[src/rtl/hazard_ctrl_pkg.sv]
// Shared encodings for the pipeline hazard controller: forwarding selects,
// controller FSM states and the hard-wired zero register number.
package hazard_ctrl_pkg;

    localparam logic [1:0] FWD_REG = 2'd0;   // operand from register file
    localparam logic [1:0] FWD_WB  = 2'd1;   // operand from WB stage data
    localparam logic [1:0] FWD_MEM = 2'd2;   // operand from MEM stage data

    localparam logic [4:0] REG_ZERO = 5'd0;

    typedef enum logic [1:0] {
        ST_RUN      = 2'd0,
        ST_BUBBLE   = 2'd1,
        ST_MDU_WAIT = 2'd2
    } state_e;

    // True when a producer register number matches a consumer number and is
    // not the zero register (r0 is never a real dependency).
    function automatic logic reg_match(input logic [4:0] prod, input logic [4:0] cons);
        return (prod != REG_ZERO) && (prod == cons);
    endfunction

endpackage

[src/rtl/hazard_ctrl_if.sv]
// Bundle of pipeline-side signals seen by the hazard controller. The core
// (master) drives stage register numbers and enables; the controller (slave)
// returns forwarding selects and stall/flush controls.
interface hazard_ctrl_if;
    logic [4:0] id_rs;
    logic [4:0] id_rt;
    logic       id_use_rs;
    logic       id_use_rt;
    logic       id_rd_hilo;
    logic [4:0] ex_rw;
    logic       ex_we;
    logic       ex_memread;
    logic       ex_br_taken;
    logic       ex_mdu_start;
    logic [4:0] mem_rw;
    logic       mem_we;
    logic [4:0] wb_rw;
    logic       wb_we;
    logic [1:0] fwd_a;
    logic [1:0] fwd_b;
    logic       stall_pc;
    logic       stall_ifid;
    logic       flush_ifid;
    logic       flush_idex;
    logic       mdu_busy;

    modport master (
        output id_rs, id_rt, id_use_rs, id_use_rt, id_rd_hilo,
        output ex_rw, ex_we, ex_memread, ex_br_taken, ex_mdu_start,
        output mem_rw, mem_we, wb_rw, wb_we,
        input  fwd_a, fwd_b, stall_pc, stall_ifid, flush_ifid, flush_idex, mdu_busy
    );

    modport slave (
        input  id_rs, id_rt, id_use_rs, id_use_rt, id_rd_hilo,
        input  ex_rw, ex_we, ex_memread, ex_br_taken, ex_mdu_start,
        input  mem_rw, mem_we, wb_rw, wb_we,
        output fwd_a, fwd_b, stall_pc, stall_ifid, flush_ifid, flush_idex, mdu_busy
    );
endinterface

[src/rtl/hazard_ctrl_fwd_sel.sv]
// Forwarding select for one ID-stage source operand. The MEM stage holds the
// younger result, so it wins over WB when both write the same register.
module hazard_ctrl_fwd_sel
    import hazard_ctrl_pkg::*;
(
    input  logic [4:0] src_i,
    input  logic       use_i,
    input  logic [4:0] mem_rw_i,
    input  logic       mem_we_i,
    input  logic [4:0] wb_rw_i,
    input  logic       wb_we_i,
    output logic [1:0] sel_o
);

    // Priority compare: MEM, then WB, otherwise register file.
    always_comb begin
        sel_o = FWD_REG;
        if (use_i && mem_we_i && reg_match(mem_rw_i, src_i)) begin
            sel_o = FWD_MEM;
        end else if (use_i && wb_we_i && reg_match(wb_rw_i, src_i)) begin
            sel_o = FWD_WB;
        end else begin
            sel_o = FWD_REG;
        end
    end

endmodule

[src/rtl/hazard_ctrl.sv]
// Interlock and forwarding controller for the 5-stage core. Forwarding is
// purely combinational; a small FSM inserts load-use bubbles, flushes on taken
// branches and holds the front end while a HI/LO read waits on the MDU.
module hazard_ctrl
    import hazard_ctrl_pkg::*;
#(
    parameter int MDU_LAT = 32,
    parameter int CNT_W   = 6
) (
    input  logic            clk,
    input  logic            rst,
    hazard_ctrl_if.slave    bus
);

    localparam logic [CNT_W-1:0] LAT_C  = CNT_W'(MDU_LAT);
    localparam logic [CNT_W-1:0] ZERO_C = {CNT_W{1'b0}};
    localparam logic [CNT_W-1:0] ONE_C  = {{(CNT_W-1){1'b0}}, 1'b1};

    state_e           state_q, state_d;
    logic [CNT_W-1:0] cnt_q, cnt_d;
    logic             load_use_s;
    logic             hilo_wait_s;
    logic             mdu_busy_s;
    logic             stall_s;
    logic             flush_ifid_s;
    logic             flush_idex_s;

    hazard_ctrl_fwd_sel u_fwd_a (
        .src_i    (bus.id_rs),
        .use_i    (bus.id_use_rs),
        .mem_rw_i (bus.mem_rw),
        .mem_we_i (bus.mem_we),
        .wb_rw_i  (bus.wb_rw),
        .wb_we_i  (bus.wb_we),
        .sel_o    (bus.fwd_a)
    );

    hazard_ctrl_fwd_sel u_fwd_b (
        .src_i    (bus.id_rt),
        .use_i    (bus.id_use_rt),
        .mem_rw_i (bus.mem_rw),
        .mem_we_i (bus.mem_we),
        .wb_rw_i  (bus.wb_rw),
        .wb_we_i  (bus.wb_we),
        .sel_o    (bus.fwd_b)
    );

    assign mdu_busy_s  = (cnt_q != ZERO_C);
    assign load_use_s  = bus.ex_memread & bus.ex_we &
                         ((bus.id_use_rs & reg_match(bus.ex_rw, bus.id_rs)) |
                          (bus.id_use_rt & reg_match(bus.ex_rw, bus.id_rt)));
    assign hilo_wait_s = bus.id_rd_hilo & (mdu_busy_s | bus.ex_mdu_start);

    // MDU countdown: a start (re)loads the latency, otherwise count down to zero.
    always_comb begin
        cnt_d = cnt_q;
        if (bus.ex_mdu_start) begin
            cnt_d = LAT_C;
        end else if (cnt_q != ZERO_C) begin
            cnt_d = cnt_q - ONE_C;
        end else begin
            cnt_d = cnt_q;
        end
    end

    // Controller FSM next state and stall/flush controls.
    always_comb begin
        state_d      = state_q;
        stall_s      = 1'b0;
        flush_ifid_s = 1'b0;
        flush_idex_s = 1'b0;
        case (state_q)
            ST_RUN: begin
                if (bus.ex_br_taken) begin
                    // Wrong-path IF and ID instructions die; no bubble needed.
                    flush_ifid_s = 1'b1;
                    flush_idex_s = 1'b1;
                    state_d      = ST_RUN;
                end else if (load_use_s) begin
                    stall_s      = 1'b1;
                    flush_idex_s = 1'b1;
                    state_d      = ST_BUBBLE;
                end else if (hilo_wait_s) begin
                    stall_s      = 1'b1;
                    flush_idex_s = 1'b1;
                    state_d      = ST_MDU_WAIT;
                end else begin
                    state_d = ST_RUN;
                end
            end
            ST_BUBBLE: begin
                // Load has reached MEM; the consumer now forwards from there.
                state_d = ST_RUN;
            end
            ST_MDU_WAIT: begin
                if (cnt_q > ONE_C) begin
                    stall_s      = 1'b1;
                    flush_idex_s = 1'b1;
                    state_d      = ST_MDU_WAIT;
                end else begin
                    state_d = ST_RUN;
                end
            end
            default: begin
                state_d = ST_RUN;
            end
        endcase
    end

    // State and MDU counter registers; reset returns to RUN with an idle MDU.
    always_ff @(posedge clk or posedge rst) begin
        if (rst) begin
            state_q <= ST_RUN;
            cnt_q   <= ZERO_C;
        end else begin
            state_q <= state_d;
            cnt_q   <= cnt_d;
        end
    end

    assign bus.stall_pc   = stall_s;
    assign bus.stall_ifid = stall_s;
    assign bus.flush_ifid = flush_ifid_s;
    assign bus.flush_idex = flush_idex_s;
    assign bus.mdu_busy   = mdu_busy_s;

endmodule

[src/flat_wrapper.sv]
// flat-port wrapper written by rule: the top's interface ports become plain ports
module hazard_ctrl_flat import hazard_ctrl_pkg::*;
#(
    parameter int MDU_LAT = 32,
    parameter int CNT_W   = 6
)
  (clk, rst, bus_id_rs, bus_id_rt, bus_id_use_rs, bus_id_use_rt, bus_id_rd_hilo, bus_ex_rw, bus_ex_we, bus_ex_memread, bus_ex_br_taken, bus_ex_mdu_start, bus_mem_rw, bus_mem_we, bus_wb_rw, bus_wb_we, bus_fwd_a, bus_fwd_b, bus_stall_pc, bus_stall_ifid, bus_flush_ifid, bus_flush_idex, bus_mdu_busy);
  hazard_ctrl_if bus_i ();
  input  logic clk;
  input  logic rst;
  input wire logic [$bits(bus_i.id_rs)-1:0] bus_id_rs;
  input wire logic [$bits(bus_i.id_rt)-1:0] bus_id_rt;
  input wire logic [$bits(bus_i.id_use_rs)-1:0] bus_id_use_rs;
  input wire logic [$bits(bus_i.id_use_rt)-1:0] bus_id_use_rt;
  input wire logic [$bits(bus_i.id_rd_hilo)-1:0] bus_id_rd_hilo;
  input wire logic [$bits(bus_i.ex_rw)-1:0] bus_ex_rw;
  input wire logic [$bits(bus_i.ex_we)-1:0] bus_ex_we;
  input wire logic [$bits(bus_i.ex_memread)-1:0] bus_ex_memread;
  input wire logic [$bits(bus_i.ex_br_taken)-1:0] bus_ex_br_taken;
  input wire logic [$bits(bus_i.ex_mdu_start)-1:0] bus_ex_mdu_start;
  input wire logic [$bits(bus_i.mem_rw)-1:0] bus_mem_rw;
  input wire logic [$bits(bus_i.mem_we)-1:0] bus_mem_we;
  input wire logic [$bits(bus_i.wb_rw)-1:0] bus_wb_rw;
  input wire logic [$bits(bus_i.wb_we)-1:0] bus_wb_we;
  output wire logic [$bits(bus_i.fwd_a)-1:0] bus_fwd_a;
  output wire logic [$bits(bus_i.fwd_b)-1:0] bus_fwd_b;
  output wire logic [$bits(bus_i.stall_pc)-1:0] bus_stall_pc;
  output wire logic [$bits(bus_i.stall_ifid)-1:0] bus_stall_ifid;
  output wire logic [$bits(bus_i.flush_ifid)-1:0] bus_flush_ifid;
  output wire logic [$bits(bus_i.flush_idex)-1:0] bus_flush_idex;
  output wire logic [$bits(bus_i.mdu_busy)-1:0] bus_mdu_busy;
  assign bus_i.id_rs = bus_id_rs;
  assign bus_i.id_rt = bus_id_rt;
  assign bus_i.id_use_rs = bus_id_use_rs;
  assign bus_i.id_use_rt = bus_id_use_rt;
  assign bus_i.id_rd_hilo = bus_id_rd_hilo;
  assign bus_i.ex_rw = bus_ex_rw;
  assign bus_i.ex_we = bus_ex_we;
  assign bus_i.ex_memread = bus_ex_memread;
  assign bus_i.ex_br_taken = bus_ex_br_taken;
  assign bus_i.ex_mdu_start = bus_ex_mdu_start;
  assign bus_i.mem_rw = bus_mem_rw;
  assign bus_i.mem_we = bus_mem_we;
  assign bus_i.wb_rw = bus_wb_rw;
  assign bus_i.wb_we = bus_wb_we;
  assign bus_fwd_a = bus_i.fwd_a;
  assign bus_fwd_b = bus_i.fwd_b;
  assign bus_stall_pc = bus_i.stall_pc;
  assign bus_stall_ifid = bus_i.stall_ifid;
  assign bus_flush_ifid = bus_i.flush_ifid;
  assign bus_flush_idex = bus_i.flush_idex;
  assign bus_mdu_busy = bus_i.mdu_busy;
  hazard_ctrl #(.MDU_LAT(MDU_LAT), .CNT_W(CNT_W)) u_core (.clk(clk), .rst(rst), .bus(bus_i));
endmodule
[config.mk]
export PLATFORM = sky130hd
export DESIGN_NAME = hazard_ctrl_flat
export DESIGN_NICKNAME = d
export VERILOG_FILES = /design/src/rtl/hazard_ctrl_pkg.sv /design/src/rtl/hazard_ctrl_if.sv /design/src/rtl/hazard_ctrl_fwd_sel.sv /design/src/rtl/hazard_ctrl.sv /design/src/flat_wrapper.sv
export SDC_FILE = /design/constraint.sdc
export NUM_CORES = 1
export LEC_CHECK = 0
export ABC_CLOCK_PERIOD_IN_PS = 2400
export CAP_MARGIN = 20
export CORE_MARGIN = 1
export CORE_UTILIZATION = 41
export DETAILED_ROUTE_END_ITERATION = 7
export PLACE_DENSITY = 0.81
export SYNTH_ARGS = -nofsm -noshare
export SYNTH_HDL_FRONTEND = slang
export SYNTH_HIERARCHICAL = 1
export SYNTH_SLANG_ARGS = --single-unit
[constraint.sdc]
create_clock -name clk -period 2.4 [get_ports clk]
set_input_delay 0.24 -clock clk [delete_from_list [all_inputs] [get_ports clk]]
set_output_delay 0.24 -clock clk [all_outputs]
set_load 0.01 [all_outputs]
==> insert_results.sql, run 1 <==
INSERT INTO impl_metrics (metric_group, metric, value, unit) VALUES
('global_routing', 'grt_util_all_layers', '24.1', '%'),
('floorplanning', 'placementRows', '17', ''),
('timing', 'hold_violations', '0', ''),
('cts', 'cts_tree', 'done', ''),
('synthesis', 'synth_nets', '148', ''),
('worst_hold_path', 'timing.hold.worst.class', 'input pin to asynchronous set/reset pin', ''),
('final_layout', 'area.growth.synth_to_final', '66.0', '%'),
('synthesis', 'synthFlopType', 'sky130_fd_sc_hd__dfrtp_1', ''),
('placement', 'routability_congestion_estimate', '0.988', ''),
('timing', 'rsz_0062_raised_after_global_routing', 'false', ''),
('final_layout', 'finish.utilization', '73.3', '%'),
('final_layout', 'final_layout_size_suffix_gt1_share', '22.7', '%'),
('setup_path', 'worstPathMaxFanout', '3', ''),
('setup_path', 'worstSetupPathType', 'input pin to output pin', ''),
('outcome', 'run_status', 'complete, no violations', ''),
('setup_path', 'reg2regPathDepth', '6', ''),
('floorplanning', 'design.portCount', '45', ''),
('setup_path', 'worst_r2r_endpoint', 'u_core/cnt_q[4]$_DFFE_PP0N_', ''),
('timing', 'setup_total_negative_slack', '0', 'ns'),
('floorplanning', 'initial_utilization', '44.1', '%'),
('setup_path', 'critPathArrivalTime', '1.97', 'ns'),
('timing', 'finalMaxSlewViolations', '0', ''),
('cts', 'cts_hold_repair.buffers', '0', ''),
('routing', 'avgViaCountPerCell', '5.54', ''),
('power_and_ir_drop', 'powerDensity', '574', 'nW/um2'),
('routing', 'dr.pass1.iters', '4', ''),
('synthesis', 'synth-seq-cells', '8', ''),
('global_routing', 'first_global_vias', '1190', ''),
('routing', 'routed_wire_length_per_instance', '14.3', 'um'),
('synthesis', 'syn-mean-instance-area', '9.05', 'um2'),
('placement', 'portBuffers', '44', ''),
('cts', 'cts_root_buf', 'sky130_fd_sc_hd__clkbuf_4', ''),
('placement', 'placement.cell_area', '1600', 'um2'),
('cts', 'cts.clk_slew.worst_paths', '0.05', 'ns'),
('final_layout', 'fillers', '161', ''),
('global_routing', 'grt_start_max_net_pins', '9', ''),
('final_layout', 'insertedDiodeCount', '0', ''),
('power_and_ir_drop', 'vdd_ir_drop_max', '0.000445', 'V'),
('placement', 'post-dp-hpwl', '2.52', 'mm'),
('cts', 'clock_insertion_delay_worst_skew', '0.25', 'ns'),
('setup_path', 'timing.reg2reg.setup_slack', '0.81', 'ns'),
('setup_path', 'crit_required', '2.16', 'ns'),
('floorplanning', 'chipWidth', '51.0', 'um'),
('timing', 'report.final.setup_viol', '0', ''),
('routing', 'ant_nets', '0', ''),
('timing', 'worst_pin_slew', '0.395', 'ns'),
('timing', 'clock_skew', '0.00111', 'ns'),
('synthesis', 'synth_area', '986', 'um2'),
('global_routing', 'number_of_antenna_violations_at_the_first_check_in_global_routing', '0', ''),
('cts', 'cts_made_buffers', '3', ''),
('synthesis', 'synth_warnings', '6', ''),
('routing', 'detail_route.iter0.violations', '16', ''),
('power_and_ir_drop', 'total_leakage_power', '0.667', 'nW'),
('placement', 'dpl.cell_count', '200', ''),
('final_layout', 'finish.net_count', '217', ''),
('global_routing', 'wire_length_of_the_first_global_routing_pass', '4.69', 'mm'),
('synthesis', 'synthCells', '109', ''),
('setup_path', 'critical_path.startpoint_type', 'input pin', ''),
('floorplanning', 'core_outline_area', '2230', 'um2'),
('cts', 'tritoncts_sink_count', '8', ''),
('floorplanning', 'dieArea', '2610', 'um2'),
('synthesis', 'sequential_area_share_after_synthesis', '20.3', '%'),
('final_layout', 'stdcell_count', '204', ''),
('global_routing', 'globalRouteOverflowTotal', '0', ''),
('cts', 'cts_htree_levels', '1', ''),
('cts', 'cts_max_path_buffers', '2', ''),
('setup_path', 'crit_path_end_kind', 'output pin', ''),
('timing', 'slew_headroom', '73.6', '%'),
('routing', 'routed_wirelength', '2.92', 'mm'),
('timing', 'finalCritPeriodShare', '92.2', '%'),
('floorplanning', 'die_h', '51.0', 'um'),
('job', 'max_cap_violations', '0', ''),
('final_layout', 'final_area', '1640', 'um2'),
('setup_path', 'start_of_the_worst_register_to_register_path', 'u_core/cnt_q[1]$_DFFE_PP0N_', ''),
('timing', 'maxClockFrequency', '452', 'MHz'),
('routing', 'drc', '0', ''),
('routing', 'dr_total_vias', '1131', ''),
('synthesis', 'number_of_enable_flip_flop_cells_after_synthesis', '0', ''),
('synthesis', 'post_synth_num_cell_types', '37', ''),
('synthesis', 'ys_async_sr_fraction', '100', '%'),
('timing', 'min_period', '2.21', 'ns');
[layer usage]
metal,part of all wire (%),GRT usage [%],up-vias,wire [um]
li1,-,-,544,-
met1,40,25.1,523,1170
met2,51,46.5,54,1500
met3,5.7,2.38,10,165
met4,3.0,12.5,0,87
met5,0,0,-,0
[cells in the mapped netlist (all sizes together), types with 3 or more instances]
library cell / count / area, um2
or4: 3 / 30.0
ha: 3 / 37.5
xor2: 10 / 87.6
a21oi: 5 / 32.5
nor2: 5 / 18.8
nor3: 7 / 55.1
nand2b: 3 / 18.8
dfrtp: 8 / 200
xnor2: 19 / 166
nand2: 3 / 11.3
a211oi: 3 / 22.5
inv: 8 / 30.0
nor4: 5 / 46.3
[area by class of cell]
cell class / instances / area [um2] / share of cell area [%]
Timing Repair Buffer: 65 / 597 / 36.5
Sequential cell: 8 / 200 / 12.2
Multi-Input combinational cell: 92 / 752 / 45.9
Inverter: 8 / 30.0 / 1.83
Clock buffer: 3 / 22.5 / 1.38
Tap cell: 28 / 35.0 / 2.14
[flip-flops by register name, indices dropped and copies added (netlist names)]
register        flops
u_core/state_q      2
u_core/cnt_q        6
[layout by cell type, fill, tap and decap left out, drive strengths merged, types with 5 or more instances in the layout]
cell type and instances:
a21oi 5, xor2 10, dlygate4sd2 5, nor2 5, inv 8, xnor2 19, buf 21, nor4 5
dfrtp 8, clkdlybuf4s50 37, nor3 7
[logic make-up after synthesis]
kind of cell               after synthesis  synth area share [%]
AOI/OAI and AO/OA                       24                  21.1
xor gates and xnor gates                29                  25.8
adders and majority gates                3                  3.81
buffers and inverters                    9                  3.81
DFF                                      8                  20.3
and+or+nand+nor                         36                  25.3
[per-stage QoR]
stage | setup slack [ns] | power (mW) | hold slack (ns)
global placement | -0.0615 | 0.812 | 0.487
CTS | 0.0308 | 0.940 | 0.243
global route | 0.0162 | 1.01 | 0.275
detailed placement | -0.103 | 0.843 | 0.500
finish | 0.187 | 0.939 | 0.235
floorplan | 0.518 | 0.600 | 0.0557
[how the worst max path moves through the flow]
| stage | startpoint | end | slack [ns] | cells past startpoint |
|---|---|---|---|---|
| after CTS | bus_id_rs[3] | bus_fwd_a[1] | 0.03 | 6 |
| after detailed placement | bus_ex_rw[0] | bus_flush_idex | -0.10 | 6 |
| final | bus_ex_rw[4] | bus_flush_idex | 0.19 | 6 |
| after global routing | bus_ex_rw[4] | bus_flush_idex | 0.02 | 6 |
| after global placement | bus_ex_rw[4] | bus_flush_idex | -0.06 | 6 |
| after floorplan | u_core/cnt_q[2]$_DFFE_PP0N_ | bus_stall_pc | 0.52 | 5 |
[power by group]
part	internal [mW]	switching (mW)	total [mW]
Combinational	0.322	0.269	0.591
Clock	0.0568	0.0398	0.0966
Sequential	0.180	0.0717	0.252
Total	0.558	0.381	0.939
[worst max-delay path, cell delays in order]
cell and delay, ns:
sky130_fd_sc_hd__clkdlybuf4s50_1 0.46, sky130_fd_sc_hd__xor2_1 0.18, sky130_fd_sc_hd__nor4_1 0.29, sky130_fd_sc_hd__a32oi_1 0.17
sky130_fd_sc_hd__o41ai_1 0.33, sky130_fd_sc_hd__dlygate4sd2_1 0.30
[what timing repair did]
item                                   4_1_cts  5_1_grt
resized for setup                            6        2
setup buffers                                1        0
pin swaps                                    0        0
setup endpoints to repair                    5        2
endpoints found under the hold margin        0        0
Power figures use the tool's default switching activity.
==> run 2, diff against run 1 <==
--- a/config.mk
+++ b/config.mk
@@ -10,7 +10,7 @@
 export CORE_MARGIN = 1
 export CORE_UTILIZATION = 41
 export DETAILED_ROUTE_END_ITERATION = 7
-export PLACE_DENSITY = 0.81
+export PLACE_DENSITY = 0.78
 export SYNTH_ARGS = -nofsm -noshare
 export SYNTH_HDL_FRONTEND = slang
 export SYNTH_HIERARCHICAL = 1
==> run 2 against run 1 <==
Against the previous run: global-route usage up 0.097 points; critical path depth unchanged; critical endpoint is now bus_fwd_b[1]; non-clock buffer count up 1; largest power group unchanged; flip-flop and latch count unchanged.
==> insert_results.sql, run 2 (same netlist as run 1, synthesis figures left out) <==
INSERT INTO impl_metrics (metric_group, metric, value, unit) VALUES
('floorplanning', 'dieArea', '2610', 'um2'),
('routing', 'avgViaCountPerCell', '5.38', ''),
('timing', 'finalCritPeriodShare', '97.4', '%'),
('final_layout', 'insertedDiodeCount', '0', ''),
('placement', 'routability_congestion_estimate', '0.889', ''),
('global_routing', 'number_of_antenna_violations_at_the_first_check_in_global_routing', '0', ''),
('setup_path', 'critical_path.startpoint_type', 'input pin', ''),
('setup_path', 'crit_path_end_kind', 'output pin', ''),
('setup_path', 'worstSetupPathType', 'input pin to output pin', ''),
('floorplanning', 'core_outline_area', '2230', 'um2'),
('setup_path', 'crit_required', '2.16', 'ns'),
('timing', 'worst_pin_slew', '0.406', 'ns'),
('global_routing', 'grt_util_all_layers', '24.2', '%'),
('final_layout', 'largest_register_ffs', '6', ''),
('setup_path', 'timing.reg2reg.setup_slack', '0.81', 'ns'),
('routing', 'dr_total_vias', '1102', ''),
('routing', 'drc', '0', ''),
('outcome', 'run_status', 'complete, no violations', ''),
('cts', 'cts_tree', 'done', ''),
('final_layout', 'area.growth.synth_to_final', '67.4', '%'),
('setup_path', 'worstPathMaxFanout', '3', ''),
('floorplanning', 'design.portCount', '45', ''),
('final_layout', 'reg_top3', 'u_core/cnt_q: 6 flops, u_core/state_q: 2 flops', ''),
('cts', 'cts_made_buffers', '3', ''),
('placement', 'portBuffers', '44', ''),
('timing', 'finalMaxSlewViolations', '0', ''),
('final_layout', 'finish.net_count', '218', ''),
('floorplanning', 'die_h', '51.0', 'um'),
('power_and_ir_drop', 'vdd_ir_drop_max', '0.000538', 'V'),
('cts', 'cts_htree_levels', '1', ''),
('final_layout', 'layout.cells.most_common', 'sky130_fd_sc_hd__clkdlybuf4s50_1', ''),
('global_routing', 'globalRouteOverflowTotal', '0', ''),
('timing', 'report.final.setup_viol', '0', ''),
('cts', 'clock_insertion_delay_worst_skew', '0.26', 'ns'),
('cts', 'tritoncts_sink_count', '8', ''),
('routing', 'dr.pass1.iters', '4', ''),
('timing', 'min_period', '2.34', 'ns'),
('power_and_ir_drop', 'powerDensity', '569', 'nW/um2'),
('power_and_ir_drop', 'total_leakage_power', '0.656', 'nW'),
('final_layout', 'layout_common_cells', 'sky130_fd_sc_hd__clkdlybuf4s50_1, sky130_fd_sc_hd__buf_4, sky130_fd_sc_hd__xnor2_1, sky130_fd_sc_hd__xor2_1', ''),
('global_routing', 'grt_start_max_net_pins', '9', ''),
('timing', 'slew_headroom', '72.9', '%'),
('timing', 'rsz_0062_raised_after_global_routing', 'false', ''),
('floorplanning', 'placementRows', '17', ''),
('placement', 'placement.cell_area', '1610', 'um2'),
('final_layout', 'final_area', '1650', 'um2'),
('timing', 'maxClockFrequency', '428', 'MHz'),
('setup_path', 'worst_r2r_endpoint', 'u_core/cnt_q[4]$_DFFE_PP0N_', ''),
('global_routing', 'wire_length_of_the_first_global_routing_pass', '4.71', 'mm'),
('setup_path', 'critPathArrivalTime', '2.10', 'ns'),
('floorplanning', 'initial_utilization', '44.1', '%'),
('timing', 'clock_skew', '0.00265', 'ns'),
('routing', 'routed_wirelength', '2.95', 'mm'),
('setup_path', 'start_of_the_worst_register_to_register_path', 'u_core/cnt_q[0]$_DFFE_PP0N_', ''),
('job', 'max_cap_violations', '0', ''),
('placement', 'post-dp-hpwl', '2.52', 'mm'),
('timing', 'worst_hold_margin', '0.233', 'ns'),
('worst_hold_path', 'timing.hold.worst.class', 'input pin to asynchronous set/reset pin', ''),
('final_layout', 'finish.utilization', '73.9', '%'),
('global_routing', 'first_global_vias', '1073', ''),
('routing', 'detail_route.iter0.violations', '23', ''),
('routing', 'routed_wire_length_per_instance', '14.4', 'um'),
('final_layout', 'regMostFlops', 'u_core/cnt_q', ''),
('timing', 'hold_violations', '0', ''),
('setup_path', 'reg2regPathDepth', '6', ''),
('floorplanning', 'chipWidth', '51.0', 'um'),
('cts', 'cts_max_path_buffers', '2', ''),
('final_layout', 'final_layout_size_suffix_gt1_share', '23.2', '%'),
('cts', 'cts.clk_slew.worst_paths', '0.06', 'ns'),
('cts', 'cts_root_buf', 'sky130_fd_sc_hd__clkbuf_4', ''),
('routing', 'ant_nets', '0', '');
==> run 2: cell count changes in the layout (fill, tap and decap cells not counted), sizes merged <==
cell / previous run / this run
buf: 21 / 22
clkdlybuf4s50: 37 / 38
dlymetal6s2s: 2 / 1
==> run 2: stage by stage <==
| step | TNS (ns) | setup WS [ns] | cells | power [mW] |
|---|---|---|---|---|
| floorplan | 0 | 0.518 | 109 | 0.600 |
| global placement | -0.272 | -0.0983 | 201 | 0.816 |
| detailed placement | -0.286 | -0.0863 | 201 | 0.836 |
| CTS | 0 | 0.0178 | 205 | 0.934 |
| global route | 0 | 0.0104 | 205 | 1.01 |
| finish | 0 | 0.0626 | 205 | 0.940 |
==> run 2: cell type report <==
cell class	count	area (um2)
multi-input combinational	92	761
sequential	8	200
tap	28	35.0
timing repair buffer	66	602
inverter	8	30.0
clock buffer	3	22.5
fill	182	583
==> run 2: power by group <==
group          internal [mW]  switching [mW]  total, mW
registers              0.179          0.0720      0.252
logic                  0.319           0.263      0.582
clock network         0.0574          0.0487      0.106
==> run 2: how the worst max path moves through the flow <==
stage                                start             end
6_report                      bus_id_rt[3]    bus_fwd_b[1]
5_1_grt                       bus_id_rt[3]    bus_fwd_b[1]
4_1_cts                      bus_mem_rw[3]    bus_fwd_b[1]
3_5_place_dp                  bus_ex_rw[4]  bus_flush_idex
3_3_place_gp                  bus_ex_rw[4]  bus_flush_idex
2_1_floorplan  u_core/cnt_q[2]$_DFFE_PP0N_    bus_stall_pc
==> run 2: critical path, stage by stage <==
cell and delay (ns):
sky130_fd_sc_hd__clkdlybuf4s50_1 0.45, sky130_fd_sc_hd__buf_4 0.17, sky130_fd_sc_hd__xor2_1 0.14, sky130_fd_sc_hd__a211o_1 0.30, sky130_fd_sc_hd__nor3_4 0.23, sky130_fd_sc_hd__clkdlybuf4s50_1 0.58
==> run 2: routing by layer <==
metal | share of wire, % | global-route usage [%] | vias up
met5 | 0 | 0 | -
met4 | 0.68 | 6.48 | 0
met3 | 4.7 | 3.87 | 2
met2 | 52 | 43.6 | 45
met1 | 43 | 29.1 | 516
li1 | - | - | 539
==> run 2: timing repair <==
| item | CTS | global route |
|---|---|---|
| resized for setup | 5 | 3 |
| buffers inserted | 1 | 0 |
| hold endpoints to repair | 0 | 0 |
| endpoints found under the setup margin | 5 | 4 |
| hold buffers | 0 | 0 |
==> run 3, diff against run 2 <==
--- a/config.mk
+++ b/config.mk
@@ -5,12 +5,12 @@
 export SDC_FILE = /design/constraint.sdc
 export NUM_CORES = 1
 export LEC_CHECK = 0
-export ABC_CLOCK_PERIOD_IN_PS = 2400
-export CAP_MARGIN = 20
+export ABC_CLOCK_PERIOD_IN_PS = 2200
 export CORE_MARGIN = 1
 export CORE_UTILIZATION = 41
 export DETAILED_ROUTE_END_ITERATION = 7
 export PLACE_DENSITY = 0.78
+export SLEW_MARGIN = 20
 export SYNTH_ARGS = -nofsm -noshare
 export SYNTH_HDL_FRONTEND = slang
 export SYNTH_HIERARCHICAL = 1
==> constraint.sdc (replaced) <==
create_clock -name clk -period 2.2 [get_ports clk]
set_input_delay 0.22 -clock clk [delete_from_list [all_inputs] [get_ports clk]]
set_output_delay 0.22 -clock clk [all_outputs]
set_load 0.01 [all_outputs]
==> run 3 against run 2 <==
Against the previous run: worst setup slack lost 0.011 ns; power grew 14%; largest cell class unchanged; first-iteration DRC count shrank 13%; highest routed layer unchanged; critical endpoint is now bus_fwd_b[0].
==> insert_results.sql, run 3 (same netlist as run 1, synthesis figures left out) <==
INSERT INTO impl_metrics (metric_group, metric, value, unit) VALUES
('power_and_ir_drop', 'total_leakage_power', '0.664', 'nW'),
('timing', 'maxClockFrequency', '466', 'MHz'),
('timing', 'worst_pin_slew', '0.420', 'ns'),
('global_routing', 'first_global_vias', '1194', ''),
('setup_path', 'crit_required', '1.98', 'ns'),
('setup_path', 'worstPathMaxFanout', '3', ''),
('job', 'max_cap_violations', '0', ''),
('final_layout', 'finish.net_count', '224', ''),
('cts', 'cts_root_buf', 'sky130_fd_sc_hd__clkbuf_4', ''),
('final_layout', 'regMostFlops', 'u_core/cnt_q', ''),
('setup_path', 'critPathArrivalTime', '1.93', 'ns'),
('cts', 'cts_made_buffers', '3', ''),
('power_and_ir_drop', 'design_power_total', '1.07', 'mW'),
('timing', 'slew_headroom', '71.9', '%'),
('setup_path', 'crit_path_end_kind', 'output pin', ''),
('final_layout', 'fillers', '178', ''),
('cts', 'cts.clk_slew.worst_paths', '0.06', 'ns'),
('final_layout', 'reg_top3', 'u_core/cnt_q: 6 flops, u_core/state_q: 2 flops', ''),
('setup_path', 'critical_path.startpoint', 'bus_mem_rw[2]', ''),
('floorplanning', 'chipWidth', '51.0', 'um'),
('floorplanning', 'placementRows', '17', ''),
('cts', 'cts_max_path_buffers', '2', ''),
('routing', 'routed_wirelength', '3.27', 'mm'),
('cts', 'tritoncts_sink_count', '8', ''),
('worst_hold_path', 'timing.hold.worst.class', 'input pin to asynchronous set/reset pin', ''),
('floorplanning', 'die_h', '51.0', 'um'),
('routing', 'avgViaCountPerCell', '5.39', ''),
('cts', 'cts_tree', 'done', ''),
('final_layout', 'final_area', '1680', 'um2'),
('floorplanning', 'design.portCount', '45', ''),
('final_layout', 'area.growth.synth_to_final', '70.2', '%'),
('global_routing', 'grt_util_all_layers', '26.2', '%'),
('global_routing', 'number_of_antenna_violations_at_the_first_check_in_global_routing', '0', ''),
('timing', 'worst_hold_margin', '0.236', 'ns'),
('routing', 'detail_route.iter0.violations', '20', ''),
('timing', 'rsz_0062_raised_after_global_routing', 'false', ''),
('floorplanning', 'dieArea', '2610', 'um2'),
('timing', 'clock_skew', '0.00397', 'ns'),
('routing', 'ant_nets', '0', ''),
('timing', 'hold_violations', '0', ''),
('routing', 'dr.pass1.iters', '4', ''),
('placement', 'post-dp-hpwl', '2.80', 'mm'),
('placement', 'portBuffers', '44', ''),
('timing', 'report.final.setup_viol', '0', ''),
('final_layout', 'largest_register_ffs', '6', ''),
('timing', 'finalCritPeriodShare', '97.6', '%'),
('setup_path', 'start_of_the_worst_register_to_register_path', 'u_core/cnt_q[2]$_DFFE_PP0N_', ''),
('placement', 'placement.cell_area', '1650', 'um2'),
('global_routing', 'grt_start_max_net_pins', '9', ''),
('global_routing', 'globalRouteOverflowTotal', '0', ''),
('final_layout', 'final_layout_size_suffix_gt1_share', '28.4', '%'),
('routing', 'routed_wire_length_per_instance', '15.5', 'um'),
('floorplanning', 'core_outline_area', '2230', 'um2'),
('routing', 'drc', '0', ''),
('final_layout', 'insertedDiodeCount', '0', ''),
('timing', 'finalMaxSlewViolations', '0', ''),
('global_routing', 'wire_length_of_the_first_global_routing_pass', '5.18', 'mm'),
('cts', 'cts_hold_repair.buffers', '0', ''),
('power_and_ir_drop', 'vdd_ir_drop_max', '0.000572', 'V'),
('cts', 'clock_insertion_delay_worst_skew', '0.25', 'ns'),
('final_layout', 'finish.utilization', '75.1', '%'),
('final_layout', 'layout.cells.most_common', 'sky130_fd_sc_hd__clkdlybuf4s50_1', ''),
('placement', 'routability_congestion_estimate', '0.896', ''),
('timing', 'min_period', '2.15', 'ns'),
('final_layout', 'layout_common_cells', 'sky130_fd_sc_hd__clkdlybuf4s50_1, sky130_fd_sc_hd__buf_4, sky130_fd_sc_hd__xnor2_1, sky130_fd_sc_hd__xor2_1, sky130_fd_sc_hd__inv_1', ''),
('setup_path', 'worstSetupPathType', 'input pin to output pin', ''),
('floorplanning', 'initial_utilization', '44.1', '%'),
('setup_path', 'critical_path.startpoint_type', 'input pin', ''),
('routing', 'dr_total_vias', '1137', ''),
('cts', 'cts_htree_levels', '1', ''),
('power_and_ir_drop', 'powerDensity', '638', 'nW/um2'),
('outcome', 'run_status', 'complete, no violations', '');
==> run 3: cell count changes in the layout (fill, tap and decap cells not counted), moves of 2 or more <==
cell / change
sky130_fd_sc_hd__clkdlybuf4s15_1: +2
sky130_fd_sc_hd__dfrtp_1: -2
sky130_fd_sc_hd__dfrtp_2: +2
sky130_fd_sc_hd__buf_4: +6
sky130_fd_sc_hd__dlygate4sd2_1: -3
sky130_fd_sc_hd__clkdlybuf4s50_1: -2
sky130_fd_sc_hd__clkbuf_2: +3
==> run 3: timing repair <==
action	4_1_cts	5_1_grt
buffers inserted	0	2
pin swaps	0	1
hold endpoints to repair	0	0
cloned	0	0
setup endpoints to repair	7	6
gates resized for setup	8	12
==> run 3: critical path, stage by stage <==
cell	delay [ns]
sky130_fd_sc_hd__clkdlybuf4s50_1	0.46
sky130_fd_sc_hd__or4_4	0.56
sky130_fd_sc_hd__a21oi_2	0.16
sky130_fd_sc_hd__nor3_2	0.07
sky130_fd_sc_hd__nor3_2	0.20
sky130_fd_sc_hd__clkdlybuf4s15_1	0.26
==> run 3: metrics by stage <==
stage	instances	TNS, ns	setup WS [ns]
floorplan	109	0	0.338
global placement	206	-1.26	-0.241
detailed placement	206	-1.33	-0.235
CTS	209	0	0.0174
global route	211	0	0.00847
finish	211	0	0.0521
==> run 3: metal layers <==
| layer | vias to the layer above | part of all wire [%] | track usage [%] | routed length (um) |
|---|---|---|---|---|
| met5 | - | 0 | 0 | 0 |
| met4 | 0 | 1.1 | 6.94 | 36 |
| met3 | 6 | 4.7 | 4.17 | 154 |
| met2 | 42 | 52 | 49.3 | 1720 |
| met1 | 535 | 42 | 30.0 | 1370 |
| li1 | 554 | - | - | - |
==> run 3: final timing paths <==
path | end | slack (ns) | depth (start not counted)
min | u_core/state_q[1]$_DFF_PP0_ | 0.24 | 2
max | bus_fwd_b[0] | 0.05 | 6
min reg2reg | u_core/cnt_q[5]$_DFFE_PP0N_ | 0.62 | 2
max reg2reg | u_core/cnt_q[4]$_DFFE_PP0N_ | 0.57 | 6
max in group asynchronous | u_core/cnt_q[4]$_DFFE_PP0N_ | 1.70 | 2
min in group clk | u_core/cnt_q[5]$_DFFE_PP0N_ | 0.62 | 2
==> run 3: final cells by class <==
cell class              instances  area [um2]  area share (%)
repair buffers                 72         636            37.9
flip-flops and latches          8         203            12.1
well taps                      28        35.0            2.09
clock buffers                   3        22.5            1.34
inverters                       8        30.0            1.79
multi-input cells              92         752            44.8
==> run 3: report_power, final <==
group          total (mW)  switching (mW)  internal, mW  leakage [nW]
registers           0.279          0.0803         0.199        0.0965
clock network       0.115          0.0523        0.0626        0.0138
logic               0.677           0.310         0.367         0.554
total                1.07           0.442         0.628         0.664
